## src/rtl/decoder_pkg.sv

```systemverilog
// -----------------------------------------------------------------------------
// decoder_pkg
// Shared types and helpers for the one-hot decoder with scan mode.
//   state_e     : controller state (OFF, DIRECT, SCAN)
//   onehot_enc  : index -> one-hot vector, all-zero when index >= width
//   cnt_width   : counter width for a modulus n, never less than one bit
// -----------------------------------------------------------------------------
package decoder_pkg;

  typedef enum logic [1:0] {
    ST_OFF    = 2'd0,
    ST_DIRECT = 2'd1,
    ST_SCAN   = 2'd2
  } state_e;

  // Widest one-hot vector the encoder can produce; callers truncate the
  // result to their own width with a size cast.
  localparam int unsigned ONEHOT_MAX_W = 64;

  function automatic logic [ONEHOT_MAX_W-1:0] onehot_enc(
    input int unsigned index,
    input int unsigned width
  );
    logic [ONEHOT_MAX_W-1:0] v;
    v = ONEHOT_MAX_W'(1) << index;
    if (index >= width) begin
      v = '0;
    end
    return v;
  endfunction

  function automatic int unsigned cnt_width(input int unsigned n);
    return (n <= 1) ? 1 : $clog2(n);
  endfunction

endpackage

```

## src/rtl/scan_counter.sv

```systemverilog
// -----------------------------------------------------------------------------
// scan_counter
// Dwell counter plus position counter for the scan sweep. The dwell counter
// counts up to DWELL-1, then clears and advances the position, which wraps
// from N_OUT-1 back to 0.
//
// Ports
//   clk          : clock
//   rst          : synchronous active-high reset
//   clear_i      : force dwell and position to zero at the next edge
//   step_en_i    : advance the dwell counter at the next edge
//   pos_o        : position that will be in effect after the next edge
//   wrap_next_o  : the next edge wraps the position from N_OUT-1 to 0
// -----------------------------------------------------------------------------
module scan_counter
  import decoder_pkg::*;
#(
  parameter int N_OUT = 4,
  parameter int DWELL = 4,
  localparam int PW   = cnt_width(N_OUT),
  localparam int DW   = cnt_width(DWELL)
) (
  input  logic          clk,
  input  logic          rst,
  input  logic          clear_i,
  input  logic          step_en_i,
  output logic [PW-1:0] pos_o,
  output logic          wrap_next_o
);

  localparam logic [DW-1:0] DWELL_LAST = DW'(DWELL - 1);
  localparam logic [PW-1:0] POS_LAST   = PW'(N_OUT - 1);

  logic [DW-1:0] dwell_q, dwell_d;
  logic [PW-1:0] pos_q, pos_d;
  logic          wrap_d;

  always_comb begin
    dwell_d = dwell_q;
    pos_d   = pos_q;
    wrap_d  = 1'b0;
    if (clear_i) begin
      dwell_d = '0;
      pos_d   = '0;
    end else if (step_en_i) begin
      if (dwell_q == DWELL_LAST) begin
        dwell_d = '0;
        if (pos_q == POS_LAST) begin
          pos_d  = '0;
          wrap_d = 1'b1;
        end else begin
          pos_d = pos_q + PW'(1);
        end
      end else begin
        dwell_d = dwell_q + DW'(1);
      end
    end
  end

  always_ff @(posedge clk) begin
    if (rst) begin
      dwell_q <= '0;
      pos_q   <= '0;
    end else begin
      dwell_q <= dwell_d;
      pos_q   <= pos_d;
    end
  end

  // Look-ahead outputs let the top register y/idx/wrap in the same edge
  // that moves the counter, so the outputs and the counter never skew.
  assign pos_o       = pos_d;
  assign wrap_next_o = wrap_d;

endmodule

```

## src/rtl/onehot_decoder_scan.sv

```systemverilog
// -----------------------------------------------------------------------------
// onehot_decoder_scan
// Registered binary-to-one-hot decoder with enable, range check and an
// autonomous scan mode that walks a single active line across all outputs,
// holding each for DWELL cycles.
//
// state  | meaning
// -------+------------------------------------------------------------
// OFF    | en=0; all outputs low, scan position held at zero
// DIRECT | en=1, mode=0; y decodes sel, err flags sel >= N_OUT
// SCAN   | en=1, mode=1; y walks 0..N_OUT-1, DWELL cycles per line
//
// Ports
//   clk  : clock, all state on rising edge
//   rst  : synchronous active-high reset, overrides everything
//   en   : block enable
//   mode : 0 = direct decode, 1 = scan
//   sel  : direct-mode select index
//   y    : registered one-hot lines (all-zero when inactive)
//   idx  : registered index of the active line, 0 when none
//   err  : registered out-of-range flag for direct mode
//   wrap : registered one-cycle pulse at the start of each repeat sweep
//
// Parameter limits: N_SEL >= 1, 2 <= N_OUT <= 2**N_SEL (and <= 64),
// DWELL >= 1.
// -----------------------------------------------------------------------------
module onehot_decoder_scan
  import decoder_pkg::*;
#(
  parameter int N_SEL = 2,
  parameter int N_OUT = 4,
  parameter int DWELL = 4
) (
  input  logic             clk,
  input  logic             rst,
  input  logic             en,
  input  logic             mode,
  input  logic [N_SEL-1:0] sel,
  output logic [N_OUT-1:0] y,
  output logic [N_SEL-1:0] idx,
  output logic             err,
  output logic             wrap
);

  localparam int PW = cnt_width(N_OUT);

  state_e           state_q, state_d;
  logic [N_OUT-1:0] y_q, y_d;
  logic [N_SEL-1:0] idx_q, idx_d;
  logic             err_q, err_d;
  logic             wrap_q, wrap_d;

  logic             cnt_step;
  logic             cnt_clear;
  logic [PW-1:0]    scan_pos;
  logic             scan_wrap;
  logic             sel_in_range;

  // The counter only advances while we stay in SCAN; every other cycle
  // (including the entry edge) parks it at position 0, so re-entry always
  // starts a fresh sweep.
  assign cnt_step     = (state_q == ST_SCAN) && (state_d == ST_SCAN);
  assign cnt_clear    = !cnt_step;
  assign sel_in_range = 32'(sel) < 32'(N_OUT);

  scan_counter #(
    .N_OUT (N_OUT),
    .DWELL (DWELL)
  ) u_scan_counter (
    .clk         (clk),
    .rst         (rst),
    .clear_i     (cnt_clear),
    .step_en_i   (cnt_step),
    .pos_o       (scan_pos),
    .wrap_next_o (scan_wrap)
  );

  always_ff @(posedge clk) begin
    if (rst) begin
      state_q <= ST_OFF;
    end else begin
      state_q <= state_d;
    end
  end

  // Outputs are decoded from the next state so a mode change is visible
  // right after the edge that samples it, with no all-zero gap.
  always_comb begin
    state_d = ST_OFF;
    y_d     = '0;
    idx_d   = '0;
    err_d   = 1'b0;
    wrap_d  = 1'b0;

    if (en) begin
      state_d = mode ? ST_SCAN : ST_DIRECT;
    end

    case (state_d)
      ST_DIRECT: begin
        if (sel_in_range) begin
          y_d   = N_OUT'(onehot_enc(32'(sel), N_OUT));
          idx_d = sel;
        end else begin
          err_d = 1'b1;
        end
      end
      ST_SCAN: begin
        y_d    = N_OUT'(onehot_enc(32'(scan_pos), N_OUT));
        idx_d  = N_SEL'(scan_pos);
        wrap_d = scan_wrap;
      end
      default: begin
      end
    endcase
  end

  always_ff @(posedge clk) begin
    if (rst) begin
      y_q    <= '0;
      idx_q  <= '0;
      err_q  <= 1'b0;
      wrap_q <= 1'b0;
    end else begin
      y_q    <= y_d;
      idx_q  <= idx_d;
      err_q  <= err_d;
      wrap_q <= wrap_d;
    end
  end

  assign y    = y_q;
  assign idx  = idx_q;
  assign err  = err_q;
  assign wrap = wrap_q;

endmodule

```

## config.mk

```make
export PLATFORM = sky130hd
export DESIGN_NAME = onehot_decoder_scan
export DESIGN_NICKNAME = d
export VERILOG_FILES = /design/src/rtl/decoder_pkg.sv /design/src/rtl/scan_counter.sv /design/src/rtl/onehot_decoder_scan.sv
export SDC_FILE = /design/constraint.sdc
export NUM_CORES = 1
export LEC_CHECK = 0
export ABC_AREA = 1
export BUFFER_PORTS_ARGS = -buffer_cell sky130_fd_sc_hd__buf_2
export CORE_AREA = 10 10 47 49
export CTS_CLUSTER_SIZE = 16
export DETAILED_ROUTE_END_ITERATION = 6
export DIE_AREA = 0 0 57 59
export PLACE_DENSITY = 0.69
export SLEW_MARGIN = 20
export SYNTH_ARGS = -nofsm -noshare
export SYNTH_HDL_FRONTEND = slang
export SYNTH_SLANG_ARGS = --single-unit
```

## constraint.sdc

```tcl
create_clock -name clk -period 1.4 [get_ports clk]
set_clock_uncertainty 0.05 [all_clocks]
set_input_delay 0.14 -clock clk [delete_from_list [all_inputs] [get_ports clk]]
set_output_delay 0.14 -clock clk [all_outputs]
set_load 0.01 [all_outputs]
```

## After elaboration in Yosys (flattened, before gate mapping)

Cells that the tools add are included.

- Register bits after elaboration: 13
- Bits in latches: 0
- Memory bits (writable): 0
- Bits in read-only memories: 0
- Memories kept: 0

- Add/subtract/negate cells: 2
- Multipliers: 0
- Divide/modulo/power cells: 0
- $lt $le $gt $ge: 0
- Eq/ne operators: 5
- Shifts and indexed selects: 2
- Mux-type cells: 8
- Bitwise logic cells: 3
- Reduce and logical (&&, ||, !) cells: 3

Operators by type and width:

| kind | number |
|---|---|
| $mux W2 | 5 |
| $eq A2 B2 Y1 const B | 4 |
| $pmux W4 S2 | 1 |
| $shl A1 B2 Y4 const A | 2 |
| $add A2 B1 Y2 const B | 2 |
| $pmux W2 S2 | 1 |
| $reduce_or A4 Y1 | 1 |
| $not A1 Y1 | 3 |
| $reduce_or A3 Y1 | 1 |
| $eq A2 B1 Y1 const B | 1 |
| $logic_and A1 B1 Y1 | 1 |
| $mux W1 | 1 |

## Depth between registers and ports, before layout

Gate-level depths: netlist of run 1.

- Word-level depth: 7
- Gate-level depth with buffers: 8

## Cells and area by module

Synthesis of run 1 repeated with hierarchy kept, for this count alone.

- Cell total of the unflattened synthesis: 71
- Area total of the unflattened synthesis: 571.8 um2

By module, submodules not included:

| module | times used | cells each | area each (um2) |
|---|---|---|---|
| onehot_decoder_scan | 1 | 40 | 344.1 |
| scan_counter | 1 | 31 | 227.7 |

## Worst setup path after synthesis of run 1

Ideal clock, no wire load.

- Path kind: register to register
- From: register u_scan_counter.dwell_q[0]
- To: register y_q[1] (netlist: y[1])
- Setup time: 120 ps
- Arrival: 931 ps
- Path slack: 299 ps
- Cell stages (with the launch flop): 7
- Path buffers: 0
- Cells stage by stage: dfxtp_1 > ha_1 > inv_2 > nand2_1 > nand2_1 > a21boi_1 > nor2_1

- Word-level cells in the longest chain between the ends: 5

RTL lines:

| what | line | source |
|---|---|---|
| from (decl) | scan_counter.sv:34 | `logic [DW-1:0] dwell_q, dwell_d;` |
| from (signal assigned) | scan_counter.sv:65 | `dwell_q <= dwell_d;` |
| $eq A2 B2 Y1 | scan_counter.sv:46 | `if (dwell_q == DWELL_LAST) begin` |
| $mux W2 | scan_counter.sv:46 |  |
| $mux W2 | scan_counter.sv:42 | `if (clear_i) begin` |
| $shl A1 B2 Y4 | decoder_pkg.sv:25 | `v = ONEHOT_MAX_W'(1) << index;` |
| $pmux W4 S2 | onehot_decoder_scan.sv:99 | `case (state_d)` |
| to (signal assigned) | onehot_decoder_scan.sv:125 | `y_q <= y_d;` |
| to (decl) | onehot_decoder_scan.sv:48 | `logic [N_OUT-1:0] y_q, y_d;` |

Every way passes these cells.
A chain may end at the register's enable or synchronous reset.

## Final worst setup path of run 1

Same ends and word-level chain as after synthesis.

==> summary.log, run 1 <==
qor: sta.min_period_over_period 86.79%
qor: sta.hold_viol 0
qor: final_layout.final_core_utilization 42.41%
qor: setup_path.critPathLaunchType flop
qor: synthesis.netlist_area 495.5 um^2
qor: die.die_area 3363 um^2
qor: die.die_w 57 um
qor: power_and_ir_drop.share_seq_of_total_power 58.8%
qor: flow_run.max_cap_viol_count 0
qor: clocking.clock_tree_from_tritoncts done
qor: synthesis.netlist.top_cell.by_area sky130_fd_sc_hd__dfxtp_1
qor: clocking.tritoncts.num_buffers 3
qor: setup_path.timing.critical_path.fanout_max 5
qor: global_route.global_route.overflow_total 0
qor: sta.final-setup-viol-count 0
qor: setup_path.data_required_time_of_the_critical_path 1510 ps
qor: clocking.clock_pin_slew_worst_setup_and_hold_paths 70 ps
qor: placement.dpl.hpwl 722.8 um
qor: route.routedWlPerCell 9.809 um
qor: power_and_ir_drop.max-vdd-ir-drop 0.5855 mV
qor: setup_path.critical_path.startpoint u_scan_counter.dwell_q[0]
qor: final_layout.layout.nets 82
qor: die.row_count 14
qor: route.avgViaCountPerCell 4.180
qor: synthesis.synthesis.area_per_instance 8.543 um^2
qor: route.via_count 372
qor: die.start_util 35.36%
qor: synthesis.synthTopCellsByArea sky130_fd_sc_hd__dfxtp_1 53%, sky130_fd_sc_hd__nand2_1 9.1%, sky130_fd_sc_hd__nor2_1 6.1%
qor: synthesis.synth_top_area_share 52.53%
qor: setup_path.worstSetupPathType reg -> reg
qor: sta.finalHoldWorstSlack 11.19 ps
qor: power_and_ir_drop.p_per_area 1084 nW/um^2
qor: final_layout.fillCellCount 156
qor: power_and_ir_drop.netSwitchingFraction 21.80%
qor: clocking.cts_root_buf sky130_fd_sc_hd__clkbuf_4
qor: synthesis.post_synthesis_cells 58
qor: final_layout.antennaDiodeCount 0
qor: sta.maxClockFrequency 823.0 MHz
qor: power_and_ir_drop.cellLeakagePower 0.2958 nW
qor: placement.gp_congestion 0.6676
qor: synthesis.yosys_register_bits 13
qor: synthesis.synth-seq-area-share 52.53%
qor: clocking.clock_latency 270 ps
qor: hold_path.hold_start mode
qor: route.drt_pass_1_iters 4
qor: global_route.pin_count_of_the_biggest_net_entering_global_routing 8
qor: route.drc_violations_left 0
qor: synthesis.yosys_warnings 0
qor: global_route.first_global_vias 373
qor: power_and_ir_drop.clockPowerShare 34.4%
qor: global_route.gr-usage-all-layers 5.678%
qor: final_layout.area_delta_synth_final 19.95%
qor: power_and_ir_drop.comb_power_share 6.8%
qor: clocking.numClockSinks 13
qor: power_and_ir_drop.p_switching 140.4 uW
qor: run_status.status finished clean
qor: clocking.post_cts.resized_instances 0
qor: global_route.grt_pass1_wl 1.469 mm
qor: clocking.cts_max_path_buffers 2
qor: setup_path.critPathArrivalTime 1330 ps
qor: global_route.grt_antenna_before_repair 0
qor: setup_path.reg2reg_start u_scan_counter.dwell_q[0]
qor: placement.placement.io_buffers 12
qor: final_layout.final_layout_size_suffix_gt1_share 32.88%
qor: die.chipHeight 59 um
qor: synthesis.syn-num-nets 66
qor: power_and_ir_drop.power_report.internal_total 503.7 uW
qor: clocking.cts_hold_repair.buffers 0
qor: route.routed_wire_length 873 um
qor: die.floorplan.core_area 1401 um^2
qor: route.ant_nets 0
qor: route.initialDrtViolationCount 2
qor: clocking.post-cts-setup-buffer-count 0
qor: setup_path.critPathCaptureType flop
qor: sta.report.final.slew_viol_count 0
qor: sta.setup_repair_after_global_routing_missed_its_margin no
qor: hold_path.worst_hold_path_type in -> reg
qor: sta.min_period 1215 ps
qor: die.boundaryPins 14
qor: clocking.clock_tree.htree_level_count 1
qor: sta.finalSetupTns 0 ps
qor: synthesis.synthDistinctLibCells 17
==> cell type report <==
class | instances | area, um^2 | share of cell area [%]
Timing Repair Buffer | 12 | 60.06 | 10.11
Inverter | 7 | 26.28 | 4.421
Clock buffer | 4 | 26.28 | 4.421
Multi-Input combinational cell | 37 | 201.4 | 33.89
Sequential cell | 13 | 260.3 | 43.79
Tap cell | 16 | 20.02 | 3.368
==> path summary, 6_finish.rpt <==
check / end / slack [ps] / depth (start not counted)
setup reg to reg: y[1] / 190 / 6
hold / removal: state_q[0] / 10 / 2
setup / recovery: y[1] / 190 / 6
hold reg to reg: u_scan_counter.dwell_q[0] / 380 / 1
==> power by group through the flow <==
| stage | clock [mW] | sequential [mW] | combinational, mW |
|---|---|---|---|
| floorplan | 0 | 0.391 | 0.0252 |
| global placement | 0 | 0.388 | 0.0435 |
| detailed placement | 0 | 0.388 | 0.0445 |
| CTS | 0.233 | 0.379 | 0.0446 |
| global route | 0.249 | 0.380 | 0.0501 |
| finish | 0.221 | 0.379 | 0.0438 |
==> layer usage <==
layer | global-route usage (%) | wire length, um
met3 | 2.575 | 51
met1 | 5.389 | 395
met2 | 8.682 | 415
met4 | 6.040 | 10
met5 | 0 | 0
==> kinds of logic (layout without fill, tap and decap cells) <==
| kind of cell | count (synthesis) | count (layout) | share of synthesized area, % |
|---|---|---|---|
| AO/OA/AOI/OAI | 2 | 2 | 2.525 |
| adder cells (fa/ha/maj) | 2 | 2 | 5.050 |
| buffers and inverters | 8 | 23 | 6.818 |
| flip-flops | 13 | 13 | 52.53 |
| other | 1 | 1 | 0.7568 |
| AND/OR/NAND/NOR | 32 | 32 | 32.32 |
==> registers in the layout (all words and copies together) (netlist names) <==
register	cells
y	4
idx	2
state_q	2
u_scan_counter.dwell_q	2
u_scan_counter.pos_q	2
wrap	1
==> through the flow <==
step           cells  setup WS [ps]  area (um^2)  power [mW]
6_report          89          185.0        594.3      0.6441
2_1_floorplan     58          299.0        495.5      0.4157
3_3_place_gp      85          230.4        568.0      0.4311
5_1_grt           89          58.70        594.3      0.6789
3_5_place_dp      85          181.1        568.0      0.4322
4_1_cts           89          158.3        594.3      0.6562
==> worst max-delay path, cell delays in order (launching register included) <==
cell,delay [ps]
sky130_fd_sc_hd__dfxtp_1,340
sky130_fd_sc_hd__ha_1,260
sky130_fd_sc_hd__inv_2,70
sky130_fd_sc_hd__nand2_1,60
sky130_fd_sc_hd__nand2_1,70
sky130_fd_sc_hd__a21boi_1,200
sky130_fd_sc_hd__nor2_1,60
==> placed cells by master (no fill, tap or decap), drive strengths merged <==
cell type | Yosys | routed
conb | 1 | 1
nor2 | 11 | 11
inv | 7 | 7
buf | 1 | 12
dfxtp | 13 | 13
a21boi | 1 | 1
nor3 | 2 | 2
clkbuf | 0 | 4
a21oi | 1 | 1
nor3b | 1 | 1
nand3 | 3 | 3
nand2 | 15 | 15
ha | 2 | 2
==> synth_stat cells, drive strengths merged <==
master / number
nand2: 15
conb: 1
buf: 1
nand3: 3
nor3b: 1
nor2: 11
dfxtp: 13
nor3: 2
inv: 7
a21boi: 1
a21oi: 1
ha: 2
Power figures use the tool's default switching activity.
==> run 2, diff against run 1 <==
--- a/config.mk
+++ b/config.mk
@@ -12,7 +12,6 @@
 export DETAILED_ROUTE_END_ITERATION = 6
 export DIE_AREA = 0 0 57 59
 export PLACE_DENSITY = 0.69
-export SLEW_MARGIN = 20
 export SYNTH_ARGS = -nofsm -noshare
 export SYNTH_HDL_FRONTEND = slang
 export SYNTH_SLANG_ARGS = --single-unit
==> constraint.sdc (replaced) <==
create_clock -name clk -period 1.2 [get_ports clk]
set_clock_uncertainty 0.05 [all_clocks]
set_input_delay 0.12 -clock clk [delete_from_list [all_inputs] [get_ports clk]]
set_output_delay 0.12 -clock clk [all_outputs]
set_load 0.01 [all_outputs]
==> run 2 against run 1 <==
Compared with the run above:
- cell area up 13%
- largest power group unchanged
- highest routed layer unchanged
- worst hold slack lost 4.1 ps
- register-to-register slack got worse by 110 ps
- combinational power rose by 39%
- clock-buffer cell count did not move
- non-clock buffer count up 3
- first-iteration DRC count grew to 2.5 times the previous value
==> summary.log, run 2 (synthesis gave the netlist of run 1 again) <==
qor: setup_path.critPathLaunchType input port
qor: route.drt_pass_1_iters 2
qor: power_and_ir_drop.max-vdd-ir-drop 0.6373 mV
qor: global_route.grt_antenna_before_repair 0
qor: placement.gp_congestion 0.6862
qor: power_and_ir_drop.comb_power_share 8.0%
qor: die.die_w 57 um
qor: global_route.gr-usage-all-layers 5.584%
qor: final_layout.most-common-layout-cells 11 x sky130_fd_sc_hd__dfxtp_1, 11 x sky130_fd_sc_hd__buf_2, 8 x sky130_fd_sc_hd__nand2_1, 8 x sky130_fd_sc_hd__nor2_1
qor: power_and_ir_drop.total_power 761.9 uW
qor: clocking.clock_tree_from_tritoncts done
qor: power_and_ir_drop.clockPowerShare 33.9%
qor: sta.setup_repair_after_global_routing_missed_its_margin yes
qor: route.initialDrtViolationCount 5
qor: sta.maxClockFrequency 873.2 MHz
qor: route.via_count 411
qor: route.drc_violations_left 0
qor: sta.min_period 1145 ps
qor: route.avgViaCountPerCell 4.467
qor: setup_path.reg2reg_start u_scan_counter.dwell_q[0]
qor: final_layout.largest_register_ff_count 4
qor: final_layout.fillCellCount 158
qor: power_and_ir_drop.cellLeakagePower 0.3134 nW
qor: power_and_ir_drop.p_switching 168.5 uW
qor: power_and_ir_drop.p_per_area 1132 nW/um^2
qor: die.boundaryPins 14
qor: placement.placement.io_buffers 12
qor: placement.numPlacedInstances 86
qor: power_and_ir_drop.share_seq_of_total_power 58.0%
qor: die.die_area 3363 um^2
qor: global_route.global_route.overflow_total 0
qor: die.start_util 35.36%
qor: sta.report.final.slew_viol_count 0
qor: sta.final-setup-viol-count 0
qor: die.chipHeight 59 um
qor: global_route.pin_count_of_the_biggest_net_entering_global_routing 8
qor: hold_path.hold_start rst
qor: final_layout.final_layout_size_suffix_gt1_share 47.37%
qor: final_layout.stdcell_count 92
qor: placement.dpl.hpwl 709.9 um
qor: clocking.tritoncts.num_buffers 3
qor: setup_path.r2r_end y[3]
qor: power_and_ir_drop.netSwitchingFraction 22.11%
qor: clocking.clock_latency 270 ps
qor: route.routed_wire_length 1.022 mm
qor: final_layout.layout.nets 85
qor: clocking.numClockSinks 13
qor: setup_path.critPathArrivalTime 1310 ps
qor: global_route.first_global_vias 402
qor: setup_path.worstSetupPathType in -> reg
qor: final_layout.area_delta_synth_final 35.86%
qor: global_route.grt_pass1_wl 1.518 mm
qor: clocking.clock_tree.htree_level_count 1
qor: route.ant_nets 0
qor: clocking.cts_max_path_buffers 2
qor: setup_path.data_required_time_of_the_critical_path 1360 ps
qor: sta.hold_viol 0
qor: route.routedWlPerCell 11.11 um
qor: hold_path.worst_hold_path_type in -> reg
qor: setup_path.reg2reg_depth 8
qor: hold_path.min_delay_path_depth 2
qor: die.row_count 14
qor: clocking.clock_pin_slew_worst_setup_and_hold_paths 80 ps
qor: power_and_ir_drop.power_report.internal_total 593.4 uW
qor: sta.finalSetupTns 0 ps
qor: sta.finalHoldWorstSlack 7.083 ps
qor: run_status.status finished clean
qor: clocking.cts_root_buf sky130_fd_sc_hd__clkbuf_4
qor: setup_path.rrSetupSlack 70 ps
qor: setup_path.critPathCaptureType flop
qor: sta.min_period_over_period 95.43%
qor: final_layout.antennaDiodeCount 0
qor: die.floorplan.core_area 1401 um^2
qor: flow_run.max_cap_viol_count 0
qor: setup_path.timing.critical_path.fanout_max 4
qor: final_layout.final_core_utilization 48.04%
qor: hold_path.min_to u_scan_counter.pos_q[0]
run 2: stage by stage:
step	instance area (um^2)	worst slack [ps]
global placement	575.6	26.57
CTS	614.3	13.74
finish	673.1	54.82
floorplan	495.5	99.00
global route	673.1	-19.24
detailed placement	575.6	7.016
run 2: critical path, stage by stage:
cell and delay, ps:
sky130_fd_sc_hd__dlygate4sd3_1 530, sky130_fd_sc_hd__buf_4 120, sky130_fd_sc_hd__nand2_4 60, sky130_fd_sc_hd__nor2_4 130, sky130_fd_sc_hd__nand2_2 100, sky130_fd_sc_hd__nand2_2 70, sky130_fd_sc_hd__nand2_2 70, sky130_fd_sc_hd__nor2_2 100
run 2: cell type report:
cell class	instances	area, um^2	share of cell area (%)
multi-input combinational	37	250.2	37.17
timing repair buffer	15	87.58	13.01
inverter	7	26.28	3.903
tap	16	20.02	2.974
clock buffer	4	26.28	3.903
sequential	13	262.8	39.03
run 2: worst max path at each step:
stage	startpoint	end	slack, ps	cells after the start
2_1_floorplan	u_scan_counter.dwell_q[0]	y[1]	100	6
3_3_place_gp	u_scan_counter.dwell_q[0]	y[1]	30	6
3_5_place_dp	u_scan_counter.dwell_q[0]	y[1]	7	6
4_1_cts	u_scan_counter.dwell_q[0]	y[1]	10	6
5_1_grt	u_scan_counter.pos_q[1]	y[1]	-20	6
6_report	mode	y[3]	50	8
run 2: routing by layer:
metal | track usage, % | routed length, um
met5 | 0 | 0
met4 | 4.027 | 10
met3 | 3.004 | 64
met2 | 8.682 | 553
met1 | 5.609 | 394
run 2: power by group through the flow:
stage	logic (mW)	registers [mW]	clock network, mW
global placement	0.0509	0.452	0
global route	0.0690	0.443	0.287
detailed placement	0.0515	0.452	0
floorplan	0.0293	0.456	0
CTS	0.0540	0.442	0.269
finish	0.0611	0.442	0.259
run 2: repair_timing:
item,4_1_cts,5_1_grt
resized for setup,1,12
cloned,0,0
pin swaps,0,4
endpoints found under the hold margin,1,0
setup endpoints to repair,1,6
setup buffers,0,1
hold buffers,1,0
==> run 3, diff against run 2 <==
--- a/config.mk
+++ b/config.mk
@@ -6,12 +6,14 @@
 export NUM_CORES = 1
 export LEC_CHECK = 0
 export ABC_AREA = 1
-export BUFFER_PORTS_ARGS = -buffer_cell sky130_fd_sc_hd__buf_2
-export CORE_AREA = 10 10 47 49
+export CELL_PAD_IN_SITES_DETAIL_PLACEMENT = 2
+export CELL_PAD_IN_SITES_GLOBAL_PLACEMENT = 2
+export CORE_MARGIN = 10
+export CORE_UTILIZATION = 31
 export CTS_CLUSTER_SIZE = 16
 export DETAILED_ROUTE_END_ITERATION = 6
-export DIE_AREA = 0 0 57 59
-export PLACE_DENSITY = 0.69
+export DONT_BUFFER_PORTS = 1
+export PLACE_DENSITY = 0.78
 export SYNTH_ARGS = -nofsm -noshare
 export SYNTH_HDL_FRONTEND = slang
 export SYNTH_SLANG_ARGS = --single-unit
==> run 3 against run 2 <==
Compared with the run above:
- non-clock buffer count decreased by 9
- clock-buffer cell count did not move
- die area grew 7.0%
- sequential power is 1% higher
- sequential share of layout area increased by 2.1 points
- wire length grew 21%
- setup slack got worse by 3.1 ps
- power rose by 0.27%
- utilization fell by 5.3 points
- global-route usage is 2.0 points higher
- first-iteration DRC count decreased by 80%
- via count is 6.8% lower
- critical endpoint is now y[0]
- largest cell class unchanged
==> summary.log, run 3 (synthesis gave the netlist of run 1 again) <==
qor: final_layout.layout.nets 76
qor: global_route.grt_antenna_before_repair 0
qor: final_layout.area_delta_synth_final 30.05%
qor: sta.hold_viol 0
qor: power_and_ir_drop.cellLeakagePower 0.2685 nW
qor: power_and_ir_drop.total_power 763.9 uW
qor: sta.maxClockFrequency 870.9 MHz
qor: setup_path.data_required_time_of_the_critical_path 1360 ps
qor: final_layout.postLayoutCellArea 644.4 um^2
qor: final_layout.fillCellCount 180
qor: global_route.pin_count_of_the_biggest_net_entering_global_routing 8
qor: placement.placed_cell_area 523.0 um^2
qor: setup_path.reg2reg_depth 6
qor: power_and_ir_drop.max-vdd-ir-drop 0.5839 mV
qor: flow_run.max_cap_viol_count 0
qor: final_layout.largest_register_ff_count 4
qor: setup_path.critPathArrivalTime 1310 ps
qor: global_route.global_route.overflow_total 0
qor: die.start_util 32.89%
qor: sta.final-setup-viol-count 0
qor: setup_path.rrSetupSlack 50 ps
qor: setup_path.reg2reg_start u_scan_counter.pos_q[0]
qor: setup_path.critical_path.max_stage_delay 380 ps
qor: clocking.numClockSinks 13
qor: setup_path.worstSetupPathType reg -> reg
qor: die.boundaryPins 14
qor: route.initialDrtViolationCount 1
qor: clocking.clock_pin_slew_worst_setup_and_hold_paths 80 ps
qor: route.drt_pass_1_iters 2
qor: setup_path.critPathCaptureType flop
qor: setup_path.worst_path_most_repeated_cell sky130_fd_sc_hd__nand2_2
qor: route.routed_wire_length 1.233 mm
qor: final_layout.antennaDiodeCount 0
qor: clocking.clock_latency 270 ps
qor: sta.report.final.slew_viol_count 0
qor: clocking.cts_max_path_buffers 2
qor: route.routedWlPerCell 14.86 um
qor: placement.dpl.hpwl 929.6 um
qor: setup_path.cpMaxStageDelayCell sky130_fd_sc_hd__dfxtp_2
qor: route.avgViaCountPerCell 4.614
qor: run_status.status finished clean
qor: sta.min_setup_slack_post_route 51.72 ps
qor: final_layout.stdcell_count 83
qor: setup_path.cpLargestDelayFamily simple AND/OR/NAND/NOR gates
qor: die.die_w 59.98 um
qor: global_route.first_global_vias 454
qor: hold_path.min_delay_path_depth 2
qor: sta.setup_repair_after_global_routing_missed_its_margin yes
qor: placement.numPlacedInstances 75
qor: final_layout.final_layout_size_suffix_gt1_share 41.79%
qor: clocking.clock_tree.htree_level_count 1
qor: die.floorplan.core_area 1506 um^2
qor: route.via_count 383
qor: clocking.tritoncts.num_buffers 3
qor: final_layout.final_core_utilization 42.77%
qor: sta.finalHoldWorstSlack 7.891 ps
qor: clocking.cts_root_buf sky130_fd_sc_hd__clkbuf_4
qor: hold_path.worst_hold_path_type in -> reg
qor: setup_path.timing.critical_path.fanout_max 3
qor: setup_path.r2r_end y[0]
qor: setup_path.critPathLaunchType flop
qor: setup_path.worst-path-buf-inv 0
qor: sta.min_period_over_period 95.69%
qor: clocking.clock_tree_from_tritoncts done
qor: hold_path.hold_start mode
qor: die.row_count 14
qor: sta.min_period 1148 ps
qor: sta.finalSetupTns 0 ps
qor: die.die_area 3598 um^2
qor: setup_path.ordered_cell_list_for_the_critical_path ha_4, nand2_1, nand2_2, nand2_2, nand3_2, nor2_2
qor: route.ant_nets 0
qor: placement.placement.io_buffers 0
qor: global_route.gr-usage-all-layers 7.549%
qor: hold_path.min_to state_q[1]
qor: route.drc_violations_left 0
qor: global_route.grt_pass1_wl 1.987 mm
qor: final_layout.most-common-layout-cells 9 x sky130_fd_sc_hd__nand2_1, 9 x sky130_fd_sc_hd__dfxtp_1, 6 x sky130_fd_sc_hd__inv_1
qor: placement.place_worst_setup_slack -43.82 ps
qor: die.chipHeight 59.98 um
qor: placement.gp_congestion 0.6605
qor: power_and_ir_drop.p_per_area 1186 nW/um^2
## run 3: changes by cell type in the layout (fill, tap and decap cells not counted), sizes merged
cell | previous run | this run
dlygate4sd3 | 1 | 3
buf | 14 | 3
## run 3: worst max-delay path by stage
stage                                    startpoint  endpoint  slack [ps]  depth (start not counted)
final                       u_scan_counter.pos_q[0]      y[0]          50                          6
after global routing      u_scan_counter.dwell_q[0]      y[2]          -8                          8
after CTS                   u_scan_counter.pos_q[0]      y[3]           9                          7
after detailed placement  u_scan_counter.dwell_q[0]      y[3]         -40                          8
after global placement    u_scan_counter.dwell_q[0]      y[1]          20                          6
after floorplan           u_scan_counter.dwell_q[0]      y[1]         100                          6
## run 3: worst register-to-register path, cell delays in order (launching register included)
cell and delay [ps]:
sky130_fd_sc_hd__dfxtp_2 380, sky130_fd_sc_hd__ha_4 210, sky130_fd_sc_hd__nand2_1 70, sky130_fd_sc_hd__nand2_2 60
sky130_fd_sc_hd__nand2_2 100, sky130_fd_sc_hd__nand3_2 90, sky130_fd_sc_hd__nor2_2 130
## run 3: cell type report
type	instances	area (um^2)	share of cell area, %
Inverter	7	28.78	4.466
Clock buffer	4	26.28	4.078
Multi-Input combinational cell	37	251.5	39.03
Tap cell	16	20.02	3.107
Sequential cell	13	265.3	41.16
Timing Repair Buffer	6	52.55	8.155
## run 3: metal layers
metal	global-route usage [%]	up-vias	wire length [um]
met4	6.731	0	25
met3	1.695	2	58
met2	13.68	8	672
li1	-	192	-
met1	6.739	181	477
met5	0	-	0
## run 3: timing repair
item                                    4_1_cts  5_1_grt
gates resized for setup                       3       13
hold buffers                                  3        0
hold endpoints to repair                      8        0
buffers inserted                              0        1
pin swaps                                     2        5
endpoints found under the setup margin        5        6
## run 3: where the power goes
group          switching (mW)  internal, mW
clock network           0.139         0.129
logic                  0.0302        0.0190
registers             0.00718         0.440
